--- config.mk ---
export PLATFORM = sky130hd
export DESIGN_NAME = cache_line_adapter
export DESIGN_NICKNAME = d
export VERILOG_FILES = /design/src/rtl/cache_line_adapter.sv
export SDC_FILE = /design/constraint.sdc
export NUM_CORES = 1
export LEC_CHECK = 0
export CORE_AREA = 10 10 254 256
export CTS_CLUSTER_DIAMETER = 100
export CTS_CLUSTER_SIZE = 30
export DETAILED_ROUTE_END_ITERATION = 10
export DIE_AREA = 0 0 264 266
export GPL_TIMING_DRIVEN = 0
export PLACE_DENSITY = 0.73
export SLEW_MARGIN = 20
export SYNTH_ARGS = -nofsm -noshare
export SYNTH_HDL_FRONTEND = slang
export SYNTH_SLANG_ARGS = --single-unit
--- constraint.sdc ---
create_clock -name CLK -period 3.8 [get_ports CLK]
set_input_delay 0.76 -clock CLK [delete_from_list [all_inputs] [get_ports CLK]]
set_output_delay 0.76 -clock CLK [all_outputs]
set_load 0.02 [all_outputs]
--- src/rtl/cache_line_adapter.sv ---
// cache_line_adapter: memory-side responder that fetches or writes back one cache line as word accesses on RAM port 2
// Ports:
//   CLK, RESET_N (async, active-low), ADAPTERRESET (sync abort from cache)
//   READ_MISS/READWRITE_MISS_ADDR : line fetch request, CACHELINEIN/CACHELINEREADY : fetched line + pulse
//   MEMORYWRITE/WRITEBACK_ADDR/CACHELINEOUT : writeback request, CACHELINEWRITTEN : completion pulse
//   MEM_RDEN2/MEM_WE2/MEM_ADDR2/MEM_SIZE2/MEM_DIN2/MEM_DOUT2 : word-wide RAM port
module cache_line_adapter #(
    parameter int LINE_WORDS = 8,
    parameter int CNT_W      = $clog2(LINE_WORDS)
) (
    input  logic                     CLK,
    input  logic                     RESET_N,
    input  logic                     ADAPTERRESET,
    input  logic                     READ_MISS,
    input  logic [31:0]              READWRITE_MISS_ADDR,
    input  logic                     MEMORYWRITE,
    input  logic [31:0]              WRITEBACK_ADDR,
    input  logic [32*LINE_WORDS-1:0] CACHELINEOUT,
    output logic [32*LINE_WORDS-1:0] CACHELINEIN,
    output logic                     CACHELINEREADY,
    output logic                     CACHELINEWRITTEN,
    output logic                     MEM_RDEN2,
    output logic                     MEM_WE2,
    output logic [31:0]              MEM_ADDR2,
    output logic [1:0]               MEM_SIZE2,
    output logic [31:0]              MEM_DIN2,
    input  logic [31:0]              MEM_DOUT2
);
    typedef enum logic [2:0] {IDLE, RD_ISSUE, RD_DRAIN, RD_DONE, WR_ISSUE, WR_DONE} state_t;
    state_t                  state, state_n;
    logic [CNT_W-1:0]        cnt, cnt_n, wi;
    logic [26:0]             base, base_n;
    logic [32*LINE_WORDS-1:0] wline, wline_n, line_in_n;
    logic                    last, rden_n, we_n, ready_n, written_n;
    logic [31:0]             addr_n, din_n;
    logic                    unused_lo;

    assign unused_lo = ^{READWRITE_MISS_ADDR[4:0], WRITEBACK_ADDR[4:0]};
    assign MEM_SIZE2 = 2'b10;
    assign last      = cnt == CNT_W'(LINE_WORDS - 1);
    // read data lags its request by one cycle, so each issue cycle stores the previous word
    assign wi        = (state == RD_DRAIN) ? '1 : cnt - CNT_W'(1);

    always_comb begin
        state_n   = state;
        cnt_n     = cnt;
        base_n    = base;
        wline_n   = wline;
        line_in_n = CACHELINEIN;
        case (state)
            IDLE: begin
                if (MEMORYWRITE) begin
                    base_n  = WRITEBACK_ADDR[31:5];
                    wline_n = CACHELINEOUT;
                    state_n = WR_ISSUE;
                end else if (READ_MISS) begin
                    base_n  = READWRITE_MISS_ADDR[31:5];
                    state_n = RD_ISSUE;
                end
            end
            RD_ISSUE: begin
                cnt_n   = cnt + CNT_W'(1);
                state_n = last ? RD_DRAIN : RD_ISSUE;
            end
            RD_DRAIN: state_n = RD_DONE;
            WR_ISSUE: begin
                cnt_n   = cnt + CNT_W'(1);
                state_n = last ? WR_DONE : WR_ISSUE;
            end
            default:  state_n = IDLE;
        endcase
        if ((state == RD_ISSUE && cnt != '0) || state == RD_DRAIN)
            line_in_n[{wi, 5'b0} +: 32] = MEM_DOUT2;
        if (ADAPTERRESET) begin
            state_n   = IDLE;
            cnt_n     = '0;
            line_in_n = CACHELINEIN;
        end
        // outputs are registered from the next state so the pins line up with the state they belong to
        rden_n    = state_n == RD_ISSUE;
        we_n      = state_n == WR_ISSUE;
        ready_n   = state_n == RD_DONE;
        written_n = state_n == WR_DONE;
        addr_n    = (rden_n || we_n) ? {base_n, cnt_n, 2'b00} : '0;
        din_n     = we_n ? wline_n[{cnt_n, 5'b0} +: 32] : '0;
    end

    always_ff @(posedge CLK or negedge RESET_N) begin
        if (!RESET_N) begin
            state            <= IDLE;
            cnt              <= '0;
            base             <= '0;
            wline            <= '0;
            CACHELINEIN      <= '0;
            CACHELINEREADY   <= 1'b0;
            CACHELINEWRITTEN <= 1'b0;
            MEM_RDEN2        <= 1'b0;
            MEM_WE2          <= 1'b0;
            MEM_ADDR2        <= '0;
            MEM_DIN2         <= '0;
        end else begin
            state            <= state_n;
            cnt              <= cnt_n;
            base             <= base_n;
            wline            <= wline_n;
            CACHELINEIN      <= line_in_n;
            CACHELINEREADY   <= ready_n;
            CACHELINEWRITTEN <= written_n;
            MEM_RDEN2        <= rden_n;
            MEM_WE2          <= we_n;
            MEM_ADDR2        <= addr_n;
            MEM_DIN2         <= din_n;
        end
    end
endmodule

# After elaboration in Yosys (flattened, before gate mapping)
# Cells that the tools add are included.
# W data, S select, Z words.
word_totals:
  regBits: 613
  word_cells: 50
  output_inout_bits: 326
op_classes:
  n_shift: 3
  muxes: 17
  add_sub_neg: 3
  reduce_logical: 7
  n_eq_ne: 8
  bitwise: 1
op_table:
  columns: ["op", "count"]
  rows:
  - ["$mux W256", 2]
  - ["$bwmux W256", 1]
  - ["$shift A32 B10 Y256 const A", 1]
  - ["$shiftx A256 B9 Y32", 1]
  - ["$shiftx A32 B10 Y256", 1]
  - ["$mux W27", 3]
  - ["$mux W32", 2]
  - ["$mux W3", 6]
  - ["$eq A3 B3 Y1 const B", 4]
  - ["$pmux W3 S4", 1]
  - ["$neg A8 Y10", 1]
  - ["$eq A3 B1 Y1 const B", 2]
  - ["$eq A3 B2 Y1 const B", 2]
  - ["$add A3 B1 Y3 const B", 1]
  - ["$logic_not A3 Y1", 1]
  - ["$reduce_bool A3 Y1", 1]
  - ["$sub A3 B1 Y3 const B", 1]
  - ["$logic_or A1 B1 Y1", 2]
  - ["$mux W2", 1]
  - ["$reduce_and A2 Y1", 1]
  - ["$reduce_or A2 Y1", 1]
  - ["$logic_and A1 B1 Y1", 1]
  - ["$mux W1", 1]
  - ["$not A1 Y1", 1]

# Longest topological paths before layout
# Gate-level depths: netlist of run 1.
logic_depth:
  word_depth: 7
  mapped_depth: 12

# Least setup slack after synthesis of run 1
# OpenSTA, ideal clock, no wires.
synth_path:
  kind: "flip-flop to flip-flop"
  from: "register state[2]"
  to: "register CACHELINEIN[130]"
  path_buffers: 3
  required_ns: 3.675
  t_arrival_ns: 2.720
  setup_slack_ns: 0.956
  stages_incl_launch_ff: 11
  path_cell_list: "dfrtp_1 buf_2 nor3b_1 nand2b_1 inv_1 ha_1 nor4_1 and3_1 clkbuf_1 buf_2 mux2_2"
synth_between:
  elab_chain_cells: 5
  elab_cells_between_ends: 10
  classes_between: "1 x add/sub; 2 x eq/ne; 2 x shift; 2 x mux; 3 x reduce/logical"
synth_rtl:
  columns: ["element", "line_no", "rtl"]
  rows:
  - ["start: declaration", "30", "state_t state, state_n;"]
  - ["start signal: assignment", "102", "state <= state_n;"]
  - ["$eq A3 B2 Y1", "42, 72", null]
  - ["$mux W3", "42", "assign wi = (state == RD_DRAIN) ? '1 : cnt - CNT_W'(1);"]
  - ["$neg A8 Y10", "73", "line_in_n[{wi, 5'b0} +: 32] = MEM_DOUT2;"]
  - ["$shiftx A32 B10 Y256 / $shift A32 B10 Y256 (equally long branches)", "73", null]
  - ["$bwmux W256", "73", null]
  - ["end signal: assignment", "106", "CACHELINEIN <= line_in_n;"]
  - ["end: declaration", "19", "output logic [32*LINE_WORDS-1:0] CACHELINEIN,"]
# Several ways; a longest one is shown, not always the timed one.
# A chain may end at the register's enable or synchronous reset.

# Worst setup path in the final report of run 1
layout_path:
  from: "input ADAPTERRESET"
  to: "register MEM_DIN2[14]"
layout_between:
  elab_chain_cells: 3
  elab_cells_between_ends: 5
  classes_between: "1 x eq/ne; 1 x shift; 3 x mux"
layout_rtl:
  columns: ["element", "line_no", "rtl"]
  rows:
  - ["start: declaration", "13", "input logic ADAPTERRESET,"]
  - ["$mux W3", "74", "if (ADAPTERRESET) begin"]
  - ["$shiftx A256 B9 Y32 / $eq A3 B3 Y1 (equally long branches)", "85, 81", null]
  - ["$mux W32 (*)", "85", "din_n = we_n ? wline_n[{cnt_n, 5'b0} +: 32] : '0;"]
  - ["via din_n[14]", "35", "logic [31:0] addr_n, din_n;"]
  - ["end signal: assignment", "112", "MEM_DIN2 <= din_n;"]
  - ["end: declaration", "26", "output logic [31:0] MEM_DIN2,"]
# The timed path passes the listed nets; every way through them passes the cells marked *.

==> results of run 1 <==
## power by group
part | switching, mW | total, mW | internal [mW]
combinational | 2.55 | 4.20 | 1.65
sequential | 0.323 | 7.65 | 7.33
clock | 2.24 | 3.74 | 1.50
total | 5.11 | 15.6 | 10.5
## sequential cells by signal, indices dropped and copies added (netlist names)
signal	cells
CACHELINEWRITTEN	1
state	3
MEM_WE2	1
MEM_RDEN2	1
MEM_DIN2	32
CACHELINEIN	256
wline	256
base	27
MEM_ADDR2	30
cnt	3
CACHELINEREADY	1
## layout make-up
type	instances	area, µm²
clock inverter	11	148.9
inverter	8	32.53
multi-input combinational	1771	9503
fill	5192	25290
antenna	9	22.52
sequential	611	15290
buffer	170	810.8
timing repair buffer	676	6889
clock buffer	31	720.7
tap	782	978.4
## cells in the final DEF (no fill, tap or decap), types with 7 or more instances in the layout
cell             synthesis  layout
a2111oi_0                7       7
a21oi_1                126     126
a22oi_1                 28      28
a31oi_1                 29      29
and2_1                  31      31
and3_1                  11      11
buf_1                   10      13
buf_16                   0       7
buf_2                   78      78
buf_4                   16      18
clkbuf_1                64      62
clkbuf_16                0      27
clkdlybuf4s50_1          0     666
dfrtp_1                611     611
diode_2                  0       9
ha_1                     7       7
mux2_1                  31      31
mux2_2                 127     127
mux2i_1                 62      62
nand2_1                964     964
nor2_1                   7       7
nor2b_1                 34      34
o211ai_1                30      30
o21ai_0                153     153
o21ai_1                 66      66
## worst max-delay path, cell delays in order
cell             delay (ns)
clkdlybuf4s50_1        0.47
clkbuf_1               0.46
nor2b_1                0.12
a21boi_2               0.22
nor2_8                 0.27
buf_2                  0.46
clkbuf_1               0.59
a21oi_1                0.08
o21ai_0                0.52
o211ai_1               0.21
## through the flow
stage | setup WS (ns) | std cells
2_1_floorplan | 0.9555 | 2560
3_3_place_gp | -25.66 | 4009
3_5_place_dp | -0.4598 | 4016
4_1_cts | 0.1387 | 4058
5_1_grt | -0.08081 | 4066
6_report | 0.06973 | 4069
## cell families (layout without fill, tap and decap cells)
group / count (synthesis) / count (layout) / synth area share, %
simple gates: 1083 / 1083 / 17.17
compound gates: 453 / 453 / 9.908
fa+ha+maj: 7 / 7 / 0.3418
buf+inv: 178 / 896 / 3.291
mux: 221 / 221 / 9.424
xor+xnor: 3 / 3 / 0.1612
other cells: 2 / 13 / 0.02931
flops: 611 / 611 / 59.67
## final timing paths
| check | cells past startpoint | start | to |
|---|---|---|---|
| hold reg to reg | 2 | wline[1] | wline[1] |
| setup / recovery | 10 | ADAPTERRESET | MEM_DIN2[14] |
| setup reg to reg | 10 | state[2] | CACHELINEIN[145] |
| hold / removal | 1 | RESET_N | CACHELINEIN[27] |
| min in group CLK | 2 | wline[1] | wline[1] |
| max in group asynchronous | 4 | RESET_N | MEM_ADDR2[25] |
## what timing repair did
action                                  CTS  global route
endpoints found under the setup margin    0            87
resized for setup                         0             4
buffers inserted                          0             2
hold endpoints to repair                  0             0
## synthesized netlist by cell type (10+ instances only)
| master | number |
|---|---|
| nand2_1 | 964 |
| dfrtp_1 | 611 |
| o21ai_0 | 153 |
| mux2_2 | 127 |
| a21oi_1 | 126 |
| buf_2 | 78 |
| o21ai_1 | 66 |
| clkbuf_1 | 64 |
| mux2i_1 | 62 |
| nor2b_1 | 34 |
| and2_1 | 31 |
| mux2_1 | 31 |
| o211ai_1 | 30 |
| a31oi_1 | 29 |
| a22oi_1 | 28 |
| buf_4 | 16 |
| and3_1 | 11 |
| buf_1 | 10 |
## metal layers
layer | track usage, % | vias up | part of all wire [%] | wire (µm)
met1 | 33.21 | 10760 | 38 | 38380
met3 | 7.176 | 161 | 8.7 | 8678
li1 | - | 9875 | - | -
met2 | 45.94 | 936 | 49 | 49140
met5 | 0 | - | 0.13 | 133
met4 | 8.911 | 20 | 3.5 | 3473
==> flow_metrics.py, run 1 <==
metrics = {
    "finish": {
        "layout.nets": 3629,
        "final_area_um2": 34400,
        "area_growth_pct": 34.24,
        "final_util_pct": 57.63,
        "drive_gt1_share_pct": 8.816,
    },
    "yosys": {
        "yosysTopAreaCellShare_pct": 59.67,
        "synth_enable_flop_cells": 0,
        "postSynthAreaPerCell_um2": 10.02,
        "synth-seq-cells": 611,
        "synthTopCellsByArea": "dfrtp_1 60%, nand2_1 14%, mux2_2 5.6%",
        "syn_inst": 2558,
        "synth_top_cell_by_area": "dfrtp_1",
        "synthFlopType": "dfrtp_1",
        "synth.distinct_cells": 58,
        "yosysSeqAreaShare_pct": 59.67,
        "async_reset_ff_share_pct": 100.0,
        "syn_area_um2": 25620,
        "yosysWarnings": 0,
    },
    "status": {
        "outcome": "finished, final reports clean",
    },
    "clock_network": {
        "cts_hold_buf": 0,
        "worstSkewPairLatency_ns": 0.61,
        "clock_path_buffers": 3,
        "clock-sinks": 611,
        "path_clk_slew_ns": 0.11,
        "cts-root-buf": "clkbuf_16",
        "htree_levels": 1,
        "cts_tree": "built",
        "cts_buffers": 27,
    },
    "global_route": {
        "grt_antenna_before_repair": 19,
        "grtUsageTotal_pct": 27.13,
        "grt_start_max_net_pins": 99,
        "overflow": 0,
        "grt_pass1_wl_mm": 144.1,
        "grt_pass1_vias": 21640,
    },
    "placed_design": {
        "port_buffers": 667,
        "hpwl_mm": 78.51,
        "globalplace.congestion": 0.9168,
        "dpl_cell_area_um2": 33480,
    },
    "floorplan": {
        "die_x_um": 264,
        "fp.dieArea_um2": 70220,
        "ioPinCount": 683,
        "die_h_um": 266,
        "row_count": 90,
        "initial_utilization_pct": 42.93,
        "core_area_um2": 59680,
    },
    "detailed_routing": {
        "vias": 21750,
        "wl_mm": 99.80,
        "drc": 0,
        "ant_nets": 0,
        "drt-pass1-iter-count": 5,
        "wl_per_cell_um": 24.53,
        "avgViaCountPerCell": 5.345,
        "dr.first_iter.drc_count": 1847,
    },
    "critical_path": {
        "worstSetupPathType": "in -> reg",
        "reg2reg_slack_ns": 0.21,
        "crit_required_ns": 4.25,
        "crit_path_max_fanout": 10,
        "cp-start-kind": "primary input",
        "crit_path_end_kind": "flip-flop",
        "crit_arrival_ns": 4.18,
    },
    "power_and_ir_drop": {
        "power.leakage_nw": 16.19,
        "peakVddDrop_v": 0.0003831,
        "powerDensity_nw_per_um2": 453.2,
        "power.total_mw": 15.59,
    },
    "sta": {
        "tightest_slew_ns": 0.7777,
        "drv_slew": 0,
        "finalClockSkew_ns": 0.02642,
        "hold_viol": 0,
        "tns_ns": 0,
        "relSlewSlack_pct": 48.16,
        "setup_violations": 0,
        "rsz0062_at_grt": "yes",
        "period_share_pct": 98.16,
        "fmax_mhz": 268.1,
        "period_minus_slack_ns": 3.730,
        "whs_ns": 0.02126,
    },
    "hold_path": {
        "min-delay-path-class": "in -> async",
    },
    "flow_run": {
        "cap_viol_max_count": 0,
    },
}
Note: power is estimated with default switching activity, not from simulation.
==> run 2, diff against run 1 <==
GPL_TIMING_DRIVEN = default   (was 0)
==> run 2 against run 1 <==
Effect of this change:
- hold slack improved by 0.18 ns
- via count decreased by 2.2%
- critical endpoint is now CACHELINEIN[156]
- setup slack improved by 0.49 ns
- largest cell class unchanged
- largest power group unchanged
==> flow_metrics.py, run 2 (same netlist as run 1, synthesis figures left out) <==
metrics = {
    "sta": {
        "setup_violations": 0,
        "tightest_slew_ns": 0.8982,
        "fmax_mhz": 309.0,
        "relSlewSlack_pct": 40.12,
        "hold_viol": 0,
        "whs_ns": 0.2018,
        "drv_slew": 0,
        "finalClockSkew_ns": 0.02476,
        "period_minus_slack_ns": 3.236,
        "period_share_pct": 85.17,
        "rsz0062_at_grt": "no",
        "tns_ns": 0,
    },
    "clock_network": {
        "cts_buffers": 25,
        "clock-sinks": 611,
        "clock_path_buffers": 3,
        "cts_tree": "built",
        "cts-root-buf": "clkbuf_16",
        "worstSkewPairLatency_ns": 0.59,
        "cts_hold_buf": 0,
        "cts.repair.resized": 0,
        "htree_levels": 1,
        "path_clk_slew_ns": 0.11,
        "cts_setup_buffers": 0,
    },
    "global_route": {
        "use_met1_pct": 32.28,
        "overflow": 0,
        "grt_pass1_wl_mm": 135.7,
        "grtUsageTotal_pct": 24.95,
        "met2_usage_pct": 40.74,
        "use_met3_pct": 4.922,
        "grt.busiest_layer": "met2",
        "grt_antenna_before_repair": 15,
        "grt_start_max_net_pins": 159,
        "grt_pass1_vias": 21520,
    },
    "critical_path": {
        "reg2reg_slack_ns": 0.56,
        "worstPathCellList": "nor3b_1, nand2b_1, inv_1, ha_1, ha_1, and3_2, buf_12, mux2_2",
        "cpPeakStageDelay_ns": 0.58,
        "cpMaxStageDelayCell": "and3_2",
        "crit_required_ns": 4.28,
        "crit_path_end_kind": "flip-flop",
        "crit_arrival_ns": 3.71,
        "cpMostUsedCell": "ha_1",
        "cp-start-kind": "flip-flop",
        "worstSetupPathType": "reg -> reg",
        "crit_path_max_fanout": 20,
    },
    "floorplan": {
        "row_count": 90,
        "core_area_um2": 59680,
        "die_h_um": 266,
        "fp.dieArea_um2": 70220,
        "initial_utilization_pct": 42.93,
        "ioPinCount": 683,
        "die_x_um": 264,
    },
    "finish": {
        "area_growth_pct": 32.66,
        "layout_common_cells": "962 x nand2_1, 666 x clkdlybuf4s50_1, 611 x dfrtp_1",
        "reg.largest.list": "CACHELINEIN (256), wline (256), MEM_DIN2 (32)",
        "drive_gt1_share_pct": 7.934,
        "final_area_um2": 33990,
        "mostFrequentLayoutCell": "nand2_1",
        "layout.cells.non_filler": 3943,
        "layout.nets": 3511,
    },
    "placed_design": {
        "dpl_cell_area_um2": 33260,
        "post-place-cells": 3902,
        "port_buffers": 668,
        "globalplace.congestion": 0.8906,
        "hpwl_mm": 68.92,
    },
    "detailed_routing": {
        "drc": 0,
        "wl_mm": 91.56,
        "ant_nets": 0,
        "dr.first_iter.drc_count": 1986,
        "drt-pass1-iter-count": 5,
        "vias": 21270,
        "wl_per_cell_um": 23.22,
        "avgViaCountPerCell": 5.393,
    },
    "hold_path": {
        "min-delay-path-class": "in -> async",
    },
    "flow_run": {
        "cap_viol_max_count": 0,
    },
    "status": {
        "outcome": "finished, final reports clean",
    },
    "power_and_ir_drop": {
        "powerDensity_nw_per_um2": 443.4,
        "power.leakage_nw": 15.93,
        "peakVddDrop_v": 0.0003311,
    },
}
-- run 2: cell count changes in the layout (fill, tap and decap cells not counted), sizes merged --
cell,previous run,this run
inv,14,10
clkbuf,92,25
buf,119,64
diode,9,10
clkinvlp,2,1
-- run 2: worst paths after layout --
| check | startpoint | to | cells past startpoint |
|---|---|---|---|
| min reg2reg | wline[72] | wline[72] | 2 |
| max reg2reg | state[0] | CACHELINEIN[156] | 8 |
| max | state[0] | CACHELINEIN[156] | 8 |
| min | RESET_N | CACHELINEIN[27] | 1 |
| min in group CLK | wline[72] | wline[72] | 2 |
| max in group asynchronous | RESET_N | CACHELINEIN[72] | 2 |
-- run 2: where the power goes --
part	switching [mW]	leakage [nW]	internal, mW
clock network	2.03	0.347	1.29
logic	2.41	7.57	1.66
registers	0.352	8.02	7.33
-- run 2: area by class of cell --
cell class,count,area (µm²)
diodes,10,25.02
clock buffers,25,625.6
clock inverters,6,83.83
fillers,5032,25690
inverters,8,32.53
multi-input cells,1771,9567
flip-flops and latches,611,15290
well taps,782,978.4
repair buffers,730,7390
-- run 2: metal layers --
layer	wire, µm	vias up	share of wire (%)
li1	-	9618	-
met1	36990	10550	40
met2	44130	937	48
met3	6732	151	7.4
met4	3644	10	4.0
met5	65	-	0.071
-- run 2: worst max-delay path, delay by kind of cell (launching register included) --
| family | cells | cell delay [ns] |
|---|---|---|
| adders and majority gates | 2 | 0.81 |
| DFF | 1 | 0.40 |
| and+or+nand+nor | 3 | 1.11 |
| buffers and inverters | 2 | 0.43 |
| muxes | 1 | 0.36 |
-- run 2: per-stage QoR --
| step | setup WS, ns | total power [mW] | utilization [%] |
|---|---|---|---|
| after CTS | 0.5522 | 15.17 | 56.91 |
| final | 0.5637 | 15.07 | 56.95 |
| after floorplan | 0.9555 | 9.799 | - |
| after global placement | 0.3955 | 11.73 | 55.72 |
| after detailed placement | 0.3472 | 11.87 | 55.72 |
| after global routing | 0.3593 | 15.79 | 56.95 |
